==> config.mk <==
export PLATFORM = sky130hd
export DESIGN_NAME = serial_pattern_tx
export DESIGN_NICKNAME = d
export VERILOG_FILES = /design/src/rtl/serial_pattern_tx.sv
export SDC_FILE = /design/constraint.sdc
export NUM_CORES = 1
export LEC_CHECK = 0
export ABC_AREA = 1
export CAP_MARGIN = 40
export CORE_MARGIN = 4
export CORE_UTILIZATION = 45
export CTS_CLUSTER_DIAMETER = 100
export DETAILED_ROUTE_END_ITERATION = 12
export PLACE_DENSITY = 0.74
export SLEW_MARGIN = 40
export SYNTH_ARGS = -nofsm -noshare
export SYNTH_HDL_FRONTEND = slang
export SYNTH_SLANG_ARGS = --single-unit
==> constraint.sdc <==
create_clock -name clk -period 2.7 [get_ports clk]
set_clock_uncertainty 0.2 [all_clocks]
set_input_delay 0.405 -clock clk [delete_from_list [all_inputs] [get_ports clk]]
set_output_delay 0.405 -clock clk [all_outputs]
set_load 0.02 [all_outputs]
==> src/rtl/serial_pattern_tx.sv <==
// Serial pattern transmitter: accepts parallel words over valid/ready and
// sends each one MSB-first as a frame made of a SYNC header followed by the
// payload bits. Back-to-back frames leave no idle gap when valid is held high.
module serial_pattern_tx #(
    parameter int                  WIDTH    = 8,
    parameter int                  SYNC_LEN = 4,
    parameter logic [SYNC_LEN-1:0] SYNC     = 4'b1001,
    parameter logic                IDLE_BIT = 1'b0
) (
    input  logic             clk,
    input  logic             rst,
    input  logic [WIDTH-1:0] data_in,
    input  logic             valid,
    output logic             ready,
    output logic             bit_out,
    output logic             bit_valid,
    output logic             busy,
    output logic             frame_done
);

    // The counter must index the longer of header and payload. It is at least 1 bit wide.
    localparam int MAX_LEN = (SYNC_LEN > WIDTH) ? SYNC_LEN : WIDTH;
    localparam int CNT_W   = (MAX_LEN > 1) ? $clog2(MAX_LEN) : 1;

    localparam logic [CNT_W-1:0] HDR_LAST  = CNT_W'(SYNC_LEN - 1);
    localparam logic [CNT_W-1:0] DATA_LAST = CNT_W'(WIDTH - 1);

    typedef enum logic [1:0] {
        S_IDLE = 2'b00,
        S_HDR  = 2'b01,
        S_DATA = 2'b10
    } state_t;

    state_t               state, state_nxt;
    logic [CNT_W-1:0]     cnt, cnt_nxt;
    logic [WIDTH-1:0]     word, word_nxt;
    logic [SYNC_LEN-1:0]  sync_shift;

    // Header bit under the counter. It is taken from the MSB of the shifted pattern.
    assign sync_shift = SYNC << cnt;

    // State, bit counter and payload shift register.
    // NOTE: sequential state uses non-blocking assignments only, so every
    // flop samples values from before the edge and simulation order cannot
    // change the result.
    always_ff @(posedge clk or negedge rst) begin
        if (!rst) begin
            state <= S_IDLE;
            cnt   <= '0;
            word  <= '0;
        end else begin
            state <= state_nxt;
            cnt   <= cnt_nxt;
            word  <= word_nxt;
        end
    end

    // Next-state, counter and word update, plus output decode. The outputs
    // depend only on registered state, except ready, which depends on no input.
    always_comb begin
        // NOTE: every signal gets a default before the case statement. This
        // means no path leaves a signal unassigned, and no latch is inferred.
        state_nxt  = state;
        cnt_nxt    = cnt;
        word_nxt   = word;
        bit_out    = IDLE_BIT;
        bit_valid  = 1'b0;
        frame_done = 1'b0;
        ready      = 1'b0;
        busy       = 1'b1;

        case (state)
            S_IDLE: begin
                busy  = 1'b0;
                ready = 1'b1;
                if (valid) begin
                    word_nxt  = data_in;
                    cnt_nxt   = '0;
                    state_nxt = S_HDR;
                end
            end

            S_HDR: begin
                bit_out   = sync_shift[SYNC_LEN-1];
                bit_valid = 1'b1;
                if (cnt == HDR_LAST) begin
                    cnt_nxt   = '0;
                    state_nxt = S_DATA;
                end else begin
                    cnt_nxt = cnt + CNT_W'(1);
                end
            end

            S_DATA: begin
                bit_out   = word[WIDTH-1];
                bit_valid = 1'b1;
                if (cnt == DATA_LAST) begin
                    frame_done = 1'b1;
                    ready      = 1'b1;
                    cnt_nxt    = '0;
                    if (valid) begin
                        // A new word chains straight into the next header.
                        word_nxt  = data_in;
                        state_nxt = S_HDR;
                    end else begin
                        state_nxt = S_IDLE;
                    end
                end else begin
                    cnt_nxt  = cnt + CNT_W'(1);
                    word_nxt = word << 1;
                end
            end

            // NOTE: the unused encoding returns to IDLE. This keeps a
            // corrupted state register from locking up the line.
            default: begin
                state_nxt = S_IDLE;
                cnt_nxt   = '0;
            end
        endcase
    end

endmodule

==> results of run 1 <==
final cells by class:
class	count	share of cell area (%)
Clock buffer	4	2.35
Timing Repair Buffer	16	14.1
Tap cell	27	3.02
Sequential cell	13	29.1
Inverter	26	8.73
Multi-Input combinational cell	84	42.7
layout by cell type (no fill, tap or decap), types with 2 or more instances in the layout:
cell / instances
o21ai_0: 2
ha_1: 7
nor2_1: 7
inv_1: 24
nand2_4: 2
o21ai_1: 2
nand3_1: 15
nand2_1: 36
dfrtp_1: 13
inv_2: 2
clkbuf_4: 3
clkdlybuf4s50_1: 15
nand3b_1: 7
worst max-delay path by stage:
stage | endpoint | slack (ns) | cells after the start
5_1_grt | bit_out | 0.07 | 4
6_report | bit_out | 0.20 | 5
3_3_place_gp | bit_out | 0.50 | 5
2_1_floorplan | bit_out | 0.71 | 3
4_1_cts | bit_out | 0.18 | 5
3_5_place_dp | bit_out | 0.49 | 5
stage by stage:
stage / cells / utilization (%) / power (mW)
after CTS: 170 / 57.0 / 1.02
after detailed placement: 166 / 55.6 / 0.902
final: 170 / 57.0 / 1.01
after global routing: 170 / 57.0 / 1.12
after floorplan: 126 / - / 0.750
after global placement: 166 / 55.6 / 0.883
power groups by stage:
stage	clock network, mW	logic [mW]	registers, mW
after floorplan	0	0.433	0.316
after global placement	0	0.560	0.322
after detailed placement	0	0.574	0.327
after CTS	0.122	0.576	0.324
after global routing	0.137	0.650	0.335
final	0.119	0.571	0.324
logic make-up after synthesis:
kind of cell / after synthesis
AO/OA/AOI/OAI: 7
adder cells (fa/ha/maj): 7
AND/OR/NAND/NOR: 70
buffers and inverters: 29
flip-flops: 13
routing by layer:
metal	share of wire [%]	wire length, um	vias up
met2	46	833	11
met3	3.2	57	2
li1	-	-	420
met5	0	0	-
met4	1.0	18	0
met1	50	899	364
flip-flops by register name, indices dropped and copies added (netlist names):
name   cells
cnt        3
word       8
state      2
worst max-delay path, stage by stage, from the launching register on:
cell             delay, ns
dfrtp_1               0.42
ha_1                  0.30
inv_1                 0.07
nand3_1               0.06
a21boi_0              0.16
clkdlybuf4s50_1       0.62
==> reports/results.tsv, run 1 <==
stage	metric	value	unit
status	status	complete, no violations	
global_route	grt met3 use	2.49	%
floorplan	std cell rows	16	
clocking	CTS Buf Count	3	
place	Port Buffer Count	15	
power	clock power share	11.7	%
clocking	CTS clk-pin slew, worst paths	0.08	ns
floorplan	Die ar.	0.00287	mm^2
global_route	initial antenna violation count	0	
synthesis	mean area per synthesized cell	7.41	um^2
place	Place WS	0.490	ns
synthesis	Yosys top cell area share	34.9	%
global_route	largest net degree at the start of global routing	18	
synthesis	Synth area leaders	dfrtp_1 (35%), nand2_1 (14%), inv_1 (9.7%), ha_1 (9.4%), nand3_1 (8.0%)	
worst_setup_path	crit path DAT	1.89	ns
power	VDD IR-drop max	0.523	mV
synthesis	yosys warns	0	
sta	Max Slew Vio Count	0	
power	power share of the combinational group	56.3	%
sta	final hold slack	0.311	ns
sta	Worst Slack Setup Final	0.204	ns
synthesis	most frequent cell after synthesis	nand2_1	
job	max-cap viol count	0	
clocking	setup repair bufs after CTS	0	
synthesis	Main synth FF type	dfrtp_1	
place	placed inst area	0.00109	mm^2
synthesis	syn nets	144	
routing	Remaining DRCs	0	
finish	share of post-route cells with drive strength above 1	7.69	%
routing	via count	797	
worst_setup_path	CP endpoint kind	output port	
synthesis	Synth Instances	126	
worst_setup_path	cells on worst reg2reg path	9	
synthesis	Synth area leader	dfrtp_1	
power	Flop pwr share	32.0	%
global_route	busiest grt layer	met2	
global_route	met1 Usage GRT	19.4	%
clocking	CTS tree	done	
sta	setup TNS	0	ns
routing	Detailed Routing Iterations Pass 1	4	
global_route	vias in the first global route	740	
place	Final HPWL DP	1.38	mm
routing	Detailed Route WL	1.81	mm
place	GPL Wtd Cong	0.787	
power	cell-internal power	0.568	mW
floorplan	chip height	53.5	um
routing	Routed WL per cell	10.6	um
clocking	Hold-fix buffers, CTS	0	
worst_setup_path	CP Max Fanout	4	
floorplan	area of the core	0.00196	mm^2
worst_setup_path	Crit path required time	2.10	ns
floorplan	Starting Density	47.6	%
power	Net Sw Frac	44.0	%
finish	n_diodes	0	
synthesis	post-synthesis cell area	933	um^2
routing	Iteration-0 DRC Markers	20	
global_route	first-pass GRT wire length	3.17	mm
min_path	worst min path class	in -> async	
worst_setup_path	kind of critical path	reg -> out	
synthesis	register area share after synthesis	34.9	%
sta	Min Clock Period, post-route	2.50	ns
worst_setup_path	startpoint types	register	
worst_setup_path	r2r setup slk	0.84	ns
finish	Final nets	162	
sta	RSZ-0062 raised after global routing	no	
synthesis	largest family of logic cells by synthesized area	simple AND/OR/NAND/NOR gates	
clocking	CTS Root Buffer Type	clkbuf_4	
finish	Area Overhead vs Synth	19.7	%
clocking	post-CTS sizing	0	
synthesis	Post-synth EDFFs	0	
synthesis	Post-Synth Adder-Cell Area	9.38	%
synthesis	Yosys cell types	20	
power	NetSw	0.446	mW
synthesis	Synth Area in XOR/XNOR	0	%
clocking	CTS H-tree depth	1	
floorplan	die width	53.5	um
sta	Fmax achieved	401	MHz
finish	Final Cell Area	0.00112	mm^2
clocking	worst skew pair latency	0.27	ns
synthesis	ys async rst share	100	%
sta	Slew @ Worst Pin	0.599	ns
floorplan	# IOs	16	
finish	area of the multi-input gates	477	um^2
global_route	GR Overflow Total	0	
finish	flip-flop and latch area	325	um^2
clocking	clock sinks	13	
worst_setup_path	Worst R2R Start	state[0]$_DFFE_PN0P_	
power	leakage power	0.600	nW
sta	final hold violations	0	
synthesis	simple-gate portion of the synthesized area	37.3	%
global_route	gr usage total	15.0	%
global_route	M2 GR Usage	24.7	%
sta	final setup fails	0	
synthesis	most frequent cells after synthesis	nand2_1 (36), inv_1 (24), nand3_1 (15), dfrtp_1 (13)	
finish	FILL cells	209	
synthesis	Compound-Gate Fraction of Synth Area	4.42	%
clocking	CTS Buffer Depth	2	
sta	final clock period utilization by the worst path	92.4	%
routing	Final ANT Viol Nets	0	
worst_setup_path	Worst R2R End	word[6]$_DFFE_PN0P_	
routing	number of vias per cell	4.69	
synthesis	number of synthesized register bits	13	
worst_setup_path	Critical Path Source	cnt[0]$_DFFE_PN0P_	
sta	max_slew headroom	59.9	%
power	PD cells	907	mW/mm^2
synthesis	mux cell area share after synthesis	0	%
(Power assumes the default switching activity.)
==> run 2: changes to the inputs <==
SLEW_MARGIN = 20   (was 40)
==> results of run 2 <==
Final layout, timing and power as in run 1 (identical DEF).
==> run 3: changes to the inputs <==
CTS_BUF_LIST = sky130_fd_sc_hd__clkbuf_8 sky130_fd_sc_hd__clkbuf_16   (was not set)
==> run 3 against run 2 <==
Effect of this change: clock power is 42% higher; global-route usage is 0.48 points higher; cell area is 1.7% higher; largest power group unchanged.
==> reports/results.tsv, run 3 (synthesized netlist as in run 1, its figures left out) <==
stage	metric	value	unit	change
finish	largest registers	word x8, cnt x3, state x2		
finish	most common cell after layout, fill and taps aside	nand2_1		
routing	Final ANT Viol Nets	0		unchanged
floorplan	std cell rows	16		unchanged
min_path	worst min path class	reg -> reg		
worst_setup_path	CP Max Fanout	4		unchanged
place	GPL Wtd Cong	0.787		unchanged
status	status	complete, no violations		
job	max-cap viol count	0		unchanged
clocking	CTS Buffer Depth	2		unchanged
sta	Max Slew Vio Count	0		unchanged
clocking	CTS clk-pin slew, worst paths	0.06	ns	-0.02 ns
floorplan	die width	53.5	um	unchanged
worst_setup_path	CP endpoint kind	output port		
power	power share of the combinational group	53.9	%	-2.4 points
clocking	post-CTS sizing	0		unchanged
power	cell-internal power	0.612	mW	+7.8%
worst_setup_path	slowest CP cell	clkdlybuf4s50_1		
global_route	initial antenna violation count	0		unchanged
floorplan	Starting Density	47.6	%	unchanged
finish	FILL cells	206		-1.4%
finish	Final Non-Filler Cells	170		unchanged
power	clock power share	15.8	%	+4.1 points
sta	Slew @ Worst Pin	0.604	ns	+0.00466 ns
finish	Top reg by flops	word		
routing	Remaining DRCs	0		unchanged
worst_setup_path	Crit path required time	2.10	ns	about the same
place	Port Buffer Count	15		unchanged
sta	final clock period utilization by the worst path	91.5	%	-0.98 points
clocking	clock sinks	13		unchanged
worst_setup_path	CP peak stage delay	0.62	ns	about the same
finish	Final nets	162		unchanged
worst_setup_path	kind of critical path	reg -> out		
sta	Min Clock Period, post-route	2.47	ns	-0.0263 ns
worst_setup_path	Crit path buffers/inverters	2		unchanged
place	Final HPWL DP	1.38	mm	unchanged
finish	max FFs per register	8		unchanged
clocking	CTS Root Buffer Type	clkbuf_8		
floorplan	Die ar.	0.00287	mm^2	unchanged
clocking	CTS Buf Count	3		unchanged
clocking	Hold-fix buffers, CTS	0		unchanged
power	leakage power	0.612	nW	+2.0%
global_route	gr usage total	15.5	%	+0.48 points
power	Total Power	1.07	mW	+5.7%
clocking	CTS H-tree depth	1		unchanged
finish	share of post-route cells with drive strength above 1	7.69	%	unchanged
place	dpl cells	166		unchanged
worst_setup_path	cell family with most CP delay	buffers and inverters		
routing	Detailed Route WL	1.85	mm	+2.2%
sta	RSZ-0062 raised after global routing	no		
routing	Routed WL per cell	10.9	um	+2.2%
global_route	first-pass GRT wire length	3.22	mm	+1.3%
worst_setup_path	CP Cell Sequence	inv_1, ha_1, a21boi_0, clkdlybuf4s50_1		
floorplan	area of the core	0.00196	mm^2	unchanged
floorplan	# IOs	16		unchanged
sta	final setup fails	0		unchanged
worst_setup_path	crit path DAT	1.86	ns	-0.03 ns
power	NetSw	0.459	mW	+3.0%
finish	n_diodes	0		unchanged
power	Net Sw Frac	42.9	%	-1.1 points
clocking	worst skew pair latency	0.24	ns	-0.03 ns
routing	Detailed Routing Iterations Pass 1	4		unchanged
worst_setup_path	startpoint types	register		
routing	via count	800		+0.38%
floorplan	chip height	53.5	um	unchanged
sta	final hold violations	0		unchanged
finish	commonest cells after routing, fill and taps aside	nand2_1 (36), inv_1 (25), nand3_1 (15), clkdlybuf4s50_1 (15), dfrtp_1 (13)		
sta	setup TNS	0	ns	unchanged
finish	Area Overhead vs Synth	21.7	%	
global_route	vias in the first global route	754		+1.9%
sta	max_slew headroom	59.6	%	-0.31 points
finish	post-layout util	57.9	%	+0.96 points
routing	number of vias per cell	4.71		+0.38%
routing	Iteration-0 DRC Markers	6		-70%
sta	Fmax achieved	405	MHz	+1.1%
power	VDD IR-drop max	0.510	mV	-2.4%
power	PD cells	943	mW/mm^2	+4.0%
power	Flop pwr share	30.3	%	-1.7 points
clocking	setup repair bufs after CTS	0		unchanged
clocking	CTS tree	done		
global_route	GR Overflow Total	0		unchanged
global_route	largest net degree at the start of global routing	18		unchanged
## run 3: cell types whose count changed in the layout (fill, tap and decap cells not counted)
cell / previous run / this run
clkbuf_1: 1 / 0
clkbuf_4: 3 / 0
clkbuf_8: 0 / 3
inv_1: 24 / 25
## run 3: worst paths after layout
path / startpoint / slack, ns / to / cells past startpoint
setup / recovery: state[0]$_DFFE_PN0P_ / 0.23 / bit_out / 4
hold / removal: cnt[1]$_DFFE_PN0P_ / 0.32 / cnt[1]$_DFFE_PN0P_ / 2
setup reg to reg: state[0]$_DFFE_PN0P_ / 0.84 / word[3]$_DFFE_PN0P_ / 9
hold reg to reg: cnt[1]$_DFFE_PN0P_ / 0.32 / cnt[1]$_DFFE_PN0P_ / 2
max in group asynchronous: rst / 1.56 / word[0]$_DFFE_PN0P_ / 1
min in group asynchronous: rst / 0.35 / word[5]$_DFFE_PN0P_ / 1
## run 3: worst reg2reg max path, delay by kind of cell, from the launching register on
family	cells	cell delay, ns
buf+inv	4	0.43
simple gates	4	0.50
fa+ha+maj	1	0.23
flops	1	0.40
## run 3: power by group through the flow
stage | registers, mW | clock network, mW | logic (mW)
2_1_floorplan | 0.316 | 0 | 0.433
6_report | 0.324 | 0.169 | 0.578
4_1_cts | 0.324 | 0.173 | 0.582
3_5_place_dp | 0.327 | 0 | 0.574
5_1_grt | 0.335 | 0.189 | 0.652
3_3_place_gp | 0.322 | 0 | 0.560
## run 3: cell type report
cell class              instances  area (um^2)  share of cell area (%)
multi-input cells              84          477                    42.0
flip-flops and latches         13          325                    28.6
repair buffers                 16          158                    13.9
inverters                      26         97.6                    8.59
clock buffers                   3         41.3                    3.63
well taps                      27         33.8                    2.97
clock inverters                 1         3.75                   0.330
## run 3: through the flow
step	worst slack, ns	instance area [um^2]	hold WS, ns
after detailed placement	0.490	1090	0.303
final	0.230	1140	0.321
after CTS	0.223	1140	0.317
after global placement	0.505	1090	0.299
after floorplan	0.711	933	-0.0906
after global routing	0.112	1140	0.369
## run 3: per-layer routing
layer	vias up	track usage [%]	wire (um)
met2	9	25.5	877
met1	365	19.3	891
met4	0	8.09	27
met5	-	0	0
met3	4	2.77	52
li1	422	-	-
